$ cat config.mk
export PLATFORM = sky130hd
export DESIGN_NAME = hdmi_capture_ctrl
export DESIGN_NICKNAME = d
export VERILOG_FILES = /design/src/rtl/hdmi_ctrl_pkg.sv /design/src/rtl/hdmi_sync_edge.sv /design/src/rtl/hdmi_capture_ctrl.sv
export SDC_FILE = /design/constraint.sdc
export NUM_CORES = 1
export LEC_CHECK = 0
export BUFFER_PORTS_ARGS = -buffer_cell sky130_fd_sc_hd__buf_2
export CAP_MARGIN = 20
export CORE_AREA = 8 8 91 60
export CTS_BUF_LIST = sky130_fd_sc_hd__clkbuf_8
export DETAILED_ROUTE_END_ITERATION = 7
export DIE_AREA = 0 0 99 68
export GPL_ROUTABILITY_DRIVEN = 0
export HOLD_SLACK_MARGIN = 0.05
export PLACE_DENSITY = 0.74
export SYNTH_ARGS = -nofsm -noshare
export SYNTH_HDL_FRONTEND = slang
export SYNTH_HIERARCHICAL = 1
export SYNTH_SLANG_ARGS = --single-unit
export TNS_END_PERCENT = 100
$ cat constraint.sdc
create_clock -name i_clock -period 2 [get_ports i_clock]
set_input_delay 0.2 -clock i_clock [delete_from_list [all_inputs] [get_ports i_clock]]
set_output_delay 0.2 -clock i_clock [all_outputs]
set_load 0.005 [all_outputs]
$ cat src/rtl/hdmi_ctrl_pkg.sv
// Shared state encoding and default geometry for the HDMI capture controller.
package hdmi_ctrl_pkg;

  localparam logic [1:0] IDLE    = 2'd0;
  localparam logic [1:0] WAIT_VS = 2'd1;
  localparam logic [1:0] CAPTURE = 2'd2;

  localparam int DEF_H_ACTIVE  = 800;
  localparam int DEF_V_ACTIVE  = 480;
  localparam int DEF_HCNT_W    = 12;
  localparam int DEF_VCNT_W    = 11;
  localparam bit DEF_VSYNC_POL = 1'b1;

endpackage

$ cat src/rtl/hdmi_sync_edge.sv
// Registers the TFP401 sync/DE outputs once and derives the vSync-active edge,
// DE falling edge and hSync rising edge, with vSync polarity normalised.
module hdmi_sync_edge #(
  parameter bit VSYNC_POL = 1'b1
) (
  input  logic i_clock,
  input  logic i_reset,
  input  logic i_vSync,
  input  logic i_hSync,
  input  logic i_de,
  output logic o_de,
  output logic o_vsEdge,
  output logic o_deFall,
  output logic o_hsRise
);

  logic vs_q, vs_prev_q, hs_q, hs_prev_q, de_q, de_prev_q;

  // NOTE: sequential state uses non-blocking assignments so every register samples pre-edge values.
  always_ff @(posedge i_clock or posedge i_reset) begin
    if (i_reset) begin
      vs_q      <= 1'b0;
      vs_prev_q <= 1'b0;
      hs_q      <= 1'b0;
      hs_prev_q <= 1'b0;
      de_q      <= 1'b0;
      de_prev_q <= 1'b0;
    end else begin
      vs_q      <= (i_vSync == VSYNC_POL);
      vs_prev_q <= vs_q;
      hs_q      <= i_hSync;
      hs_prev_q <= hs_q;
      de_q      <= i_de;
      de_prev_q <= de_q;
    end
  end

  assign o_de     = de_q;
  assign o_vsEdge = vs_q & ~vs_prev_q;
  assign o_deFall = de_prev_q & ~de_q;
  assign o_hsRise = hs_q & ~hs_prev_q;

endmodule

$ cat src/rtl/hdmi_capture_ctrl.sv
// Frame-aligned capture sequencer for the HDMI-to-FIFO ingest path.
// Define HDMI_CAPTURE_STATS_EN to add measured line length / line count / hSync count outputs.
module hdmi_capture_ctrl
  import hdmi_ctrl_pkg::*;
#(
  parameter int H_ACTIVE  = DEF_H_ACTIVE,
  parameter int V_ACTIVE  = DEF_V_ACTIVE,
  parameter bit VSYNC_POL = DEF_VSYNC_POL,
  parameter int HCNT_W    = DEF_HCNT_W,
  parameter int VCNT_W    = DEF_VCNT_W
) (
  input  logic i_clock,
  input  logic i_reset,
  input  logic i_vSync,
  input  logic i_hSync,
  input  logic i_de,
  input  logic i_fifoFull,
  input  logic i_start,
  input  logic i_stop,
  input  logic i_autoRestart,
  output logic o_hdmiEnable,
  output logic o_frameStart,
  output logic o_frameDone,
  output logic o_frameError,
  output logic o_overflow,
  output logic o_busy
`ifdef HDMI_CAPTURE_STATS_EN
  ,
  output logic [HCNT_W-1:0] o_measHActive,
  output logic [VCNT_W-1:0] o_measVActive,
  output logic [VCNT_W-1:0] o_measHsyncs
`endif
);

  localparam logic [HCNT_W-1:0] H_LEN   = HCNT_W'(H_ACTIVE);
  localparam logic [VCNT_W-1:0] V_LINES = VCNT_W'(V_ACTIVE);

  // The 24->32 packer needs whole 4-pixel groups per frame.
  if ((H_ACTIVE * V_ACTIVE) % 4 != 0) begin : g_geom_chk
    $error("hdmi_capture_ctrl: H_ACTIVE*V_ACTIVE must be a multiple of 4");
  end

  logic de_r, vs_edge, de_fall, hs_rise;

  hdmi_sync_edge #(.VSYNC_POL(VSYNC_POL)) u_sync (
    .i_clock (i_clock),
    .i_reset (i_reset),
    .i_vSync (i_vSync),
    .i_hSync (i_hSync),
    .i_de    (i_de),
    .o_de    (de_r),
    .o_vsEdge(vs_edge),
    .o_deFall(de_fall),
    .o_hsRise(hs_rise)
  );

  logic [1:0]        state_q, state_d;
  logic [HCNT_W-1:0] pix_q, pix_d;
  logic [VCNT_W-1:0] line_q, line_d;
  logic err_q, err_d, stop_pend_q, stop_pend_d;
  logic en_q, en_d, fs_q, fs_d, fd_q, fd_d, fe_q, fe_d, ovf_q, ovf_d;
  logic ovf_hit, frame_end;

  assign ovf_hit   = (state_q == CAPTURE) && i_fifoFull && de_r;
  assign frame_end = (state_q == CAPTURE) && vs_edge && !ovf_hit;

  always_comb begin
    // NOTE: defaults first so no branch of the case leaves a variable unassigned (no latches).
    state_d     = state_q;
    pix_d       = pix_q;
    line_d      = line_q;
    err_d       = err_q;
    stop_pend_d = stop_pend_q;
    en_d        = en_q;
    ovf_d       = ovf_q;
    fs_d        = 1'b0;
    fd_d        = 1'b0;
    fe_d        = 1'b0;
    case (state_q)
      IDLE: begin
        en_d = 1'b0;
        if (i_start) begin
          ovf_d = 1'b0;
          if (!i_stop) state_d = WAIT_VS;
        end
      end
      WAIT_VS: begin
        if (vs_edge) begin
          state_d     = CAPTURE;
          en_d        = 1'b1;
          fs_d        = 1'b1;
          pix_d       = '0;
          line_d      = '0;
          err_d       = 1'b0;
          stop_pend_d = 1'b0;
        end else if (i_stop) begin
          state_d = IDLE;
        end
      end
      CAPTURE: begin
        if (ovf_hit) begin
          // Drop the frame silently; restart only on a vSync to keep packing phase.
          ovf_d       = 1'b1;
          en_d        = 1'b0;
          state_d     = i_autoRestart ? WAIT_VS : IDLE;
          pix_d       = '0;
          line_d      = '0;
          err_d       = 1'b0;
          stop_pend_d = 1'b0;
        end else if (vs_edge) begin
          fd_d   = 1'b1;
          fe_d   = err_q | (line_q != V_LINES);
          pix_d  = '0;
          line_d = '0;
          err_d  = 1'b0;
          if (stop_pend_q) begin
            state_d     = IDLE;
            en_d        = 1'b0;
            stop_pend_d = 1'b0;
          end else begin
            fs_d        = 1'b1;
            stop_pend_d = i_stop;
          end
        end else begin
          if (de_fall) begin
            if (pix_q != H_LEN) err_d = 1'b1;
            if (line_q == '1) err_d = 1'b1;
            else              line_d = line_q + VCNT_W'(1);
            pix_d = '0;
          end else if (de_r) begin
            if (pix_q == '1) err_d = 1'b1;
            else             pix_d = pix_q + HCNT_W'(1);
          end
          if (i_stop) stop_pend_d = 1'b1;
        end
      end
      default: begin
        state_d = IDLE;
        en_d    = 1'b0;
      end
    endcase
  end

  always_ff @(posedge i_clock or posedge i_reset) begin
    if (i_reset) begin
      state_q     <= IDLE;
      pix_q       <= '0;
      line_q      <= '0;
      err_q       <= 1'b0;
      stop_pend_q <= 1'b0;
      en_q        <= 1'b0;
      fs_q        <= 1'b0;
      fd_q        <= 1'b0;
      fe_q        <= 1'b0;
      ovf_q       <= 1'b0;
    end else begin
      state_q     <= state_d;
      pix_q       <= pix_d;
      line_q      <= line_d;
      err_q       <= err_d;
      stop_pend_q <= stop_pend_d;
      en_q        <= en_d;
      fs_q        <= fs_d;
      fd_q        <= fd_d;
      fe_q        <= fe_d;
      ovf_q       <= ovf_d;
    end
  end

  assign o_hdmiEnable = en_q;
  assign o_frameStart = fs_q;
  assign o_frameDone  = fd_q;
  assign o_frameError = fe_q;
  assign o_overflow   = ovf_q;
  assign o_busy       = (state_q != IDLE);

`ifdef HDMI_CAPTURE_STATS_EN
  logic [HCNT_W-1:0] last_len_q, meas_h_q;
  logic [VCNT_W-1:0] hs_cnt_q, meas_v_q, meas_hs_q;

  always_ff @(posedge i_clock or posedge i_reset) begin
    if (i_reset) begin
      last_len_q <= '0;
      meas_h_q   <= '0;
      hs_cnt_q   <= '0;
      meas_v_q   <= '0;
      meas_hs_q  <= '0;
    end else begin
      if (state_q != CAPTURE || ovf_hit) begin
        hs_cnt_q <= '0;
      end else if (frame_end) begin
        meas_h_q  <= last_len_q;
        meas_v_q  <= line_q;
        meas_hs_q <= hs_cnt_q;
        hs_cnt_q  <= '0;
      end else if (hs_rise && hs_cnt_q != '1) begin
        hs_cnt_q <= hs_cnt_q + VCNT_W'(1);
      end
      if (state_q == CAPTURE && de_fall && !ovf_hit && !vs_edge) last_len_q <= pix_q;
    end
  end

  assign o_measHActive = meas_h_q;
  assign o_measVActive = meas_v_q;
  assign o_measHsyncs  = meas_hs_q;
`else
  logic unused_hs_rise;
  assign unused_hs_rise = hs_rise;
`endif

endmodule

# Yosys cells after proc, flatten, opt, wreduce, memory -nomap -nowiden

Cells that the tools add are included.

Reductions and logical operators: 13
Muxes and demuxes: 54
$add $sub $neg: 2
Eq/ne operators: 20
Bitwise operators: 5

Operators by type and width:

| kind                                                                      | number |
|---|---|
| 12-bit 2-to-1 mux                                                         | 6 |
| 11-bit 2-to-1 mux                                                         | 5 |
| 1-bit 2-to-1 mux                                                          | 28 |
| 12-bit one-hot mux with 2 select lines                                    | 1 |
| 11-bit one-hot mux with 2 select lines                                    | 1 |
| 2-bit 2-to-1 mux                                                          | 7 |
| 12-bit by 1-bit adder with 12-bit output, second input constant           | 1 |
| 12-bit == test, second input constant                                     | 1 |
| 12-bit by 10-bit inequality test with 1-bit output, second input constant | 1 |
| 4-bit by 3-bit inequality test with 1-bit output, second input constant   | 3 |
| 11-bit by 1-bit adder with 11-bit output, second input constant           | 1 |
| 11-bit == test, second input constant                                     | 1 |
| 11-bit by 9-bit inequality test with 1-bit output, second input constant  | 1 |
| 5-bit by 3-bit inequality test with 1-bit output, second input constant   | 2 |
| 1-bit one-hot mux with 2 select lines                                     | 5 |
| 5-bit AND reduction                                                       | 2 |
| 3-bit AND reduction                                                       | 3 |
| 4-bit AND reduction                                                       | 2 |
| 2-bit inequality test, second input constant                              | 3 |
| 3-bit by 2-bit inequality test with 1-bit output, second input constant   | 2 |
| 6-bit by 3-bit inequality test with 1-bit output, second input constant   | 1 |
| 2-bit one-hot mux with 3 select lines                                     | 1 |
| 2-bit nonzero test                                                        | 3 |
| 5-bit by 4-bit inequality test with 1-bit output, second input constant   | 1 |
| 9 further kinds                                                           | 12 |

Register bits: 36

# Depth between registers and ports, before layout

Depth in word-level cells: 7
Mapped depth: 8
Depth with buffers taken out: 6

# Cells and area by module

Netlist, hierarchy kept.

By module, submodules not included:

| module            | cells an instance | area an instance (um2) | times used |
|---|---|---|---|
| hdmi_capture_ctrl | 220               | 2014.4                 | 1 |
| hdmi_sync_edge    | 10                | 195.2                  | 1 |

# Worst setup path after synthesis

No wires, ideal clock.

Kind: register to register
Start: register state_q[0]
End: register line_q[7]
Library setup time: 78 ps
Stages on the path, launching flop included: 8
Data arrival time: 1926 ps
Path buffers: 2
Setup slack: -4 ps
Period minus slack after synthesis: 2004 ps
Path through: dfrtp_1 -> ha_1 -> buf_6 -> mux2i_1 -> or3_1 -> clkbuf_2 -> or4_1 -> a21boi_1

Word-level cells in the longest chain between the ends: 5

RTL lines:

| item                                                                                                   | line                                             | source |
|---|---|---|
| from (decl)                                                                                            | hdmi_capture_ctrl.sv:57                          | `logic [1:0] state_q, state_d;` |
| from (signal assigned)                                                                                 | hdmi_capture_ctrl.sv:157                         | `state_q <= state_d;` |
| 2-bit == test                                                                                          | hdmi_capture_ctrl.sv:64, hdmi_capture_ctrl.sv:79 |  |
| 1-bit logical AND (2 in a row)                                                                         | hdmi_capture_ctrl.sv:64                          | `assign ovf_hit = (state_q == CAPTURE) && i_fifoFull && de_r;` |
| 4-bit by 3-bit inequality test with 1-bit output (no line) / 11-bit 2-to-1 mux (equally long branches) | n/a                                              |  |
| 4-bit AND reduction (no line) / 11-bit one-hot mux with 2 select lines (equally long branches)         | n/a                                              |  |
| to (signal assigned)                                                                                   | hdmi_capture_ctrl.sv:159                         | `line_q <= line_d;` |
| to (decl)                                                                                              | hdmi_capture_ctrl.sv:59                          | `logic [VCNT_W-1:0] line_q, line_d;` |

Parallel ways exist; a longest one is shown, timed or not.
A chain may end at the register's enable or synchronous reset.

# Worst setup path in the final report

Start: register state_q[0]
End: register line_q[3]

Same word-level chain as after synthesis.

==> flow_summary.ini <==
[outcome]
status = completed

[finish]
post-route-util_pct = 62.86
final_nets = 289
multiInputGateArea_um2 = 1210
layout.area.seq_um2 = 900.9
area_growth_pct = 24.66
antenna_cells = 0
finalNonFillerCells = 325
final_area_um2 = 2675
final_layout_size_suffix_gt1_share_pct = 27.11
fillers = 369

[global_route]
first_global_vias = 1796
antenna_found_initial = 0
grt_overflow = 0
grtUsageTotal_pct = 16.23
grt_max_degree = 33
grt_first_pass_wirelength_mm = 8.514

[drt]
totalWireLength_mm = 5.081
initialDrtViolationCount = 111
top_layer = met4
vias = 1904
wirelength_met1_mm = 2.672
first_pass_iters = 4
wl_met3_um = 353
antenna_left = 0
avgRoutedWirePerCell_um = 15.63
met2WireLength_mm = 1.975
via_per_inst = 5.858
drc = 0

[setup_path]
cp.required_ns = 2.24
r2r-end = line_q[3]
start_kind = flip-flop
end_kind = flip-flop
worstRegToRegCells = 8
startpoint = state_q[0]
worstPathMaxFanout = 6
worstSetupPathType = flip-flop to flip-flop
cp_top_family = simple AND/OR/NAND/NOR gates
cpMaxStageDelayCell = dfrtp_1
crit_buf_inv = 3
reg2reg_slack_ns = 0.003
crit_chain = inv_2, ha_4, buf_6, a21bo_4, buf_4, or3_4, nor4_4, a221o_1
regToRegStartpoint = state_q[0]
slowest_delay_ns = 0.42
crit_arrival_ns = 2.24

[cts]
numCtsBuffers = 5
cts-root-buf = clkbuf_8
cts.clk_slew.worst_paths_ns = 0.07
htree_num_levels = 2
cts_sinks = 36
cts_tree = yes
clk_latency_ns = 0.30
clockBufferDepth = 2

[placement]
place_area_um2 = 2461
hpwlAfterDp_mm = 3.611
dp.cells = 313
io_buffers = 13

[logic_synthesis]
yosysWarningCount = 6
avgSynthCellArea_um2 = 9.453
post_synth_instance_area_um2 = 2146
synth_nets = 244
synthCells = 227

[sta]
final.setup.tns_ns = 0
hold_viol_final = 0
rsz0062_at_grt = true
hold_ws_ns = 0.2425
relSlewSlack_pct = 69.81
period_share_pct = 99.85
worst_pin_slew_ns = 0.4502
slew_violations = 0
skew_ns = 0.001740
finalSetupViolCount = 0
period_minus_slack_ns = 1.997
fmax_mhz = 500.7

[die]
die_area_um2 = 6732
fp-row-count = 19
io_pins = 15
die_h_um = 68
die_x_um = 99
core_area_um2 = 4255
start_util_pct = 50.43

[power_and_ir_drop]
p_per_area_nw_per_um2 = 908.4
p_leak_nw = 1.153
ir_worst_vdd_mv = 0.3740

[hold_path]
hold_path_end = o_overflow
hold_depth = 3
holdCritStartpoint = i_start
hold_path.class = input port to flip-flop

[job]
cap_violations = 0
[power by group]
group	switching [mW]	internal [mW]
clock	0.269	0.275
combinational	0.480	0.475
sequential	0.103	0.829
total	0.851	1.58
[final cells by class]
cell class,instances,area share (%)
clock buffers,6,3.087
clock inverters,2,0.3742
inverters,16,2.245
multi-input cells,164,45.23
flip-flops and latches,36,33.68
well taps,52,2.432
repair buffers,49,12.96
[stage by stage]
stage | power, mW | setup slack, ns
after global routing | 2.598 | -0.05177
final | 2.430 | 0.002923
after CTS | 2.374 | -0.01316
after floorplan | 1.481 | 0.009093
after global placement | 1.793 | 0.003775
after detailed placement | 1.811 | -0.03261
[flip-flops by register name, summed over array words and instances, names as in the netlist]
name              cells
u_sync/vs_q           1
o_hdmiEnable          1
u_sync/vs_prev_q      1
err_q                 1
o_overflow            1
u_sync/de_prev_q      1
pix_q                12
o_frameStart          1
state_q               2
line_q               11
stop_pend_q           1
u_sync/o_de           1
o_frameError          1
o_frameDone           1
[routing by layer]
metal | vias to the layer above | GRT usage, %
met3 | 10 | 4.569
met2 | 51 | 22.36
met1 | 902 | 22.90
met5 | - | 0
li1 | 941 | -
met4 | 0 | 7.780
[how the worst max path moves through the flow]
stage / to / slack [ns] / cells after the start
final: line_q[3] / 0.003 / 8
after global placement: line_q[5] / 0.004 / 8
after CTS: line_q[7] / -0.01 / 6
after floorplan: line_q[7] / 0.009 / 8
after detailed placement: line_q[7] / -0.03 / 6
after global routing: line_q[7] / -0.05 / 6
[cells in the final DEF, fill, tap and decap left out, types with 2 or more instances in the layout]
cell / count
a211oi_1: 3
a21oi_1: 16
a311oi_1: 2
a31oi_1: 3
and2_1: 4
buf_2: 13
buf_4: 32
clkbuf_8: 6
clkinv_2: 2
dfrtp_1: 36
dlygate4sd3_1: 3
ha_1: 6
inv_1: 15
mux2_2: 3
mux2i_1: 9
nand2_1: 21
nand2b_1: 7
nand3_1: 6
nand4_1: 9
nor2_1: 7
nor2b_4: 2
nor3_1: 4
nor4_1: 5
nor4b_1: 2
o21a_1: 2
o21ai_0: 2
o22ai_1: 2
o31ai_1: 7
or3_1: 2
or3_4: 2
or4_1: 10
[repair_timing]
item                                    CTS  global route
endpoints found under the setup margin    5            20
hold buffers                              3             0
gates resized for setup                   5            14
pin swaps                                 0             4
hold endpoints to repair                 38             0
buffers inserted                          0             1
[worst register-to-register path, stage by stage (launching register included)]
cell,delay [ns]
dfrtp_1,0.42
inv_2,0.10
ha_4,0.16
buf_6,0.12
a21bo_4,0.24
buf_4,0.14
or3_4,0.36
nor4_4,0.29
a221o_1,0.14
Note: power is estimated with default switching activity, not from simulation.
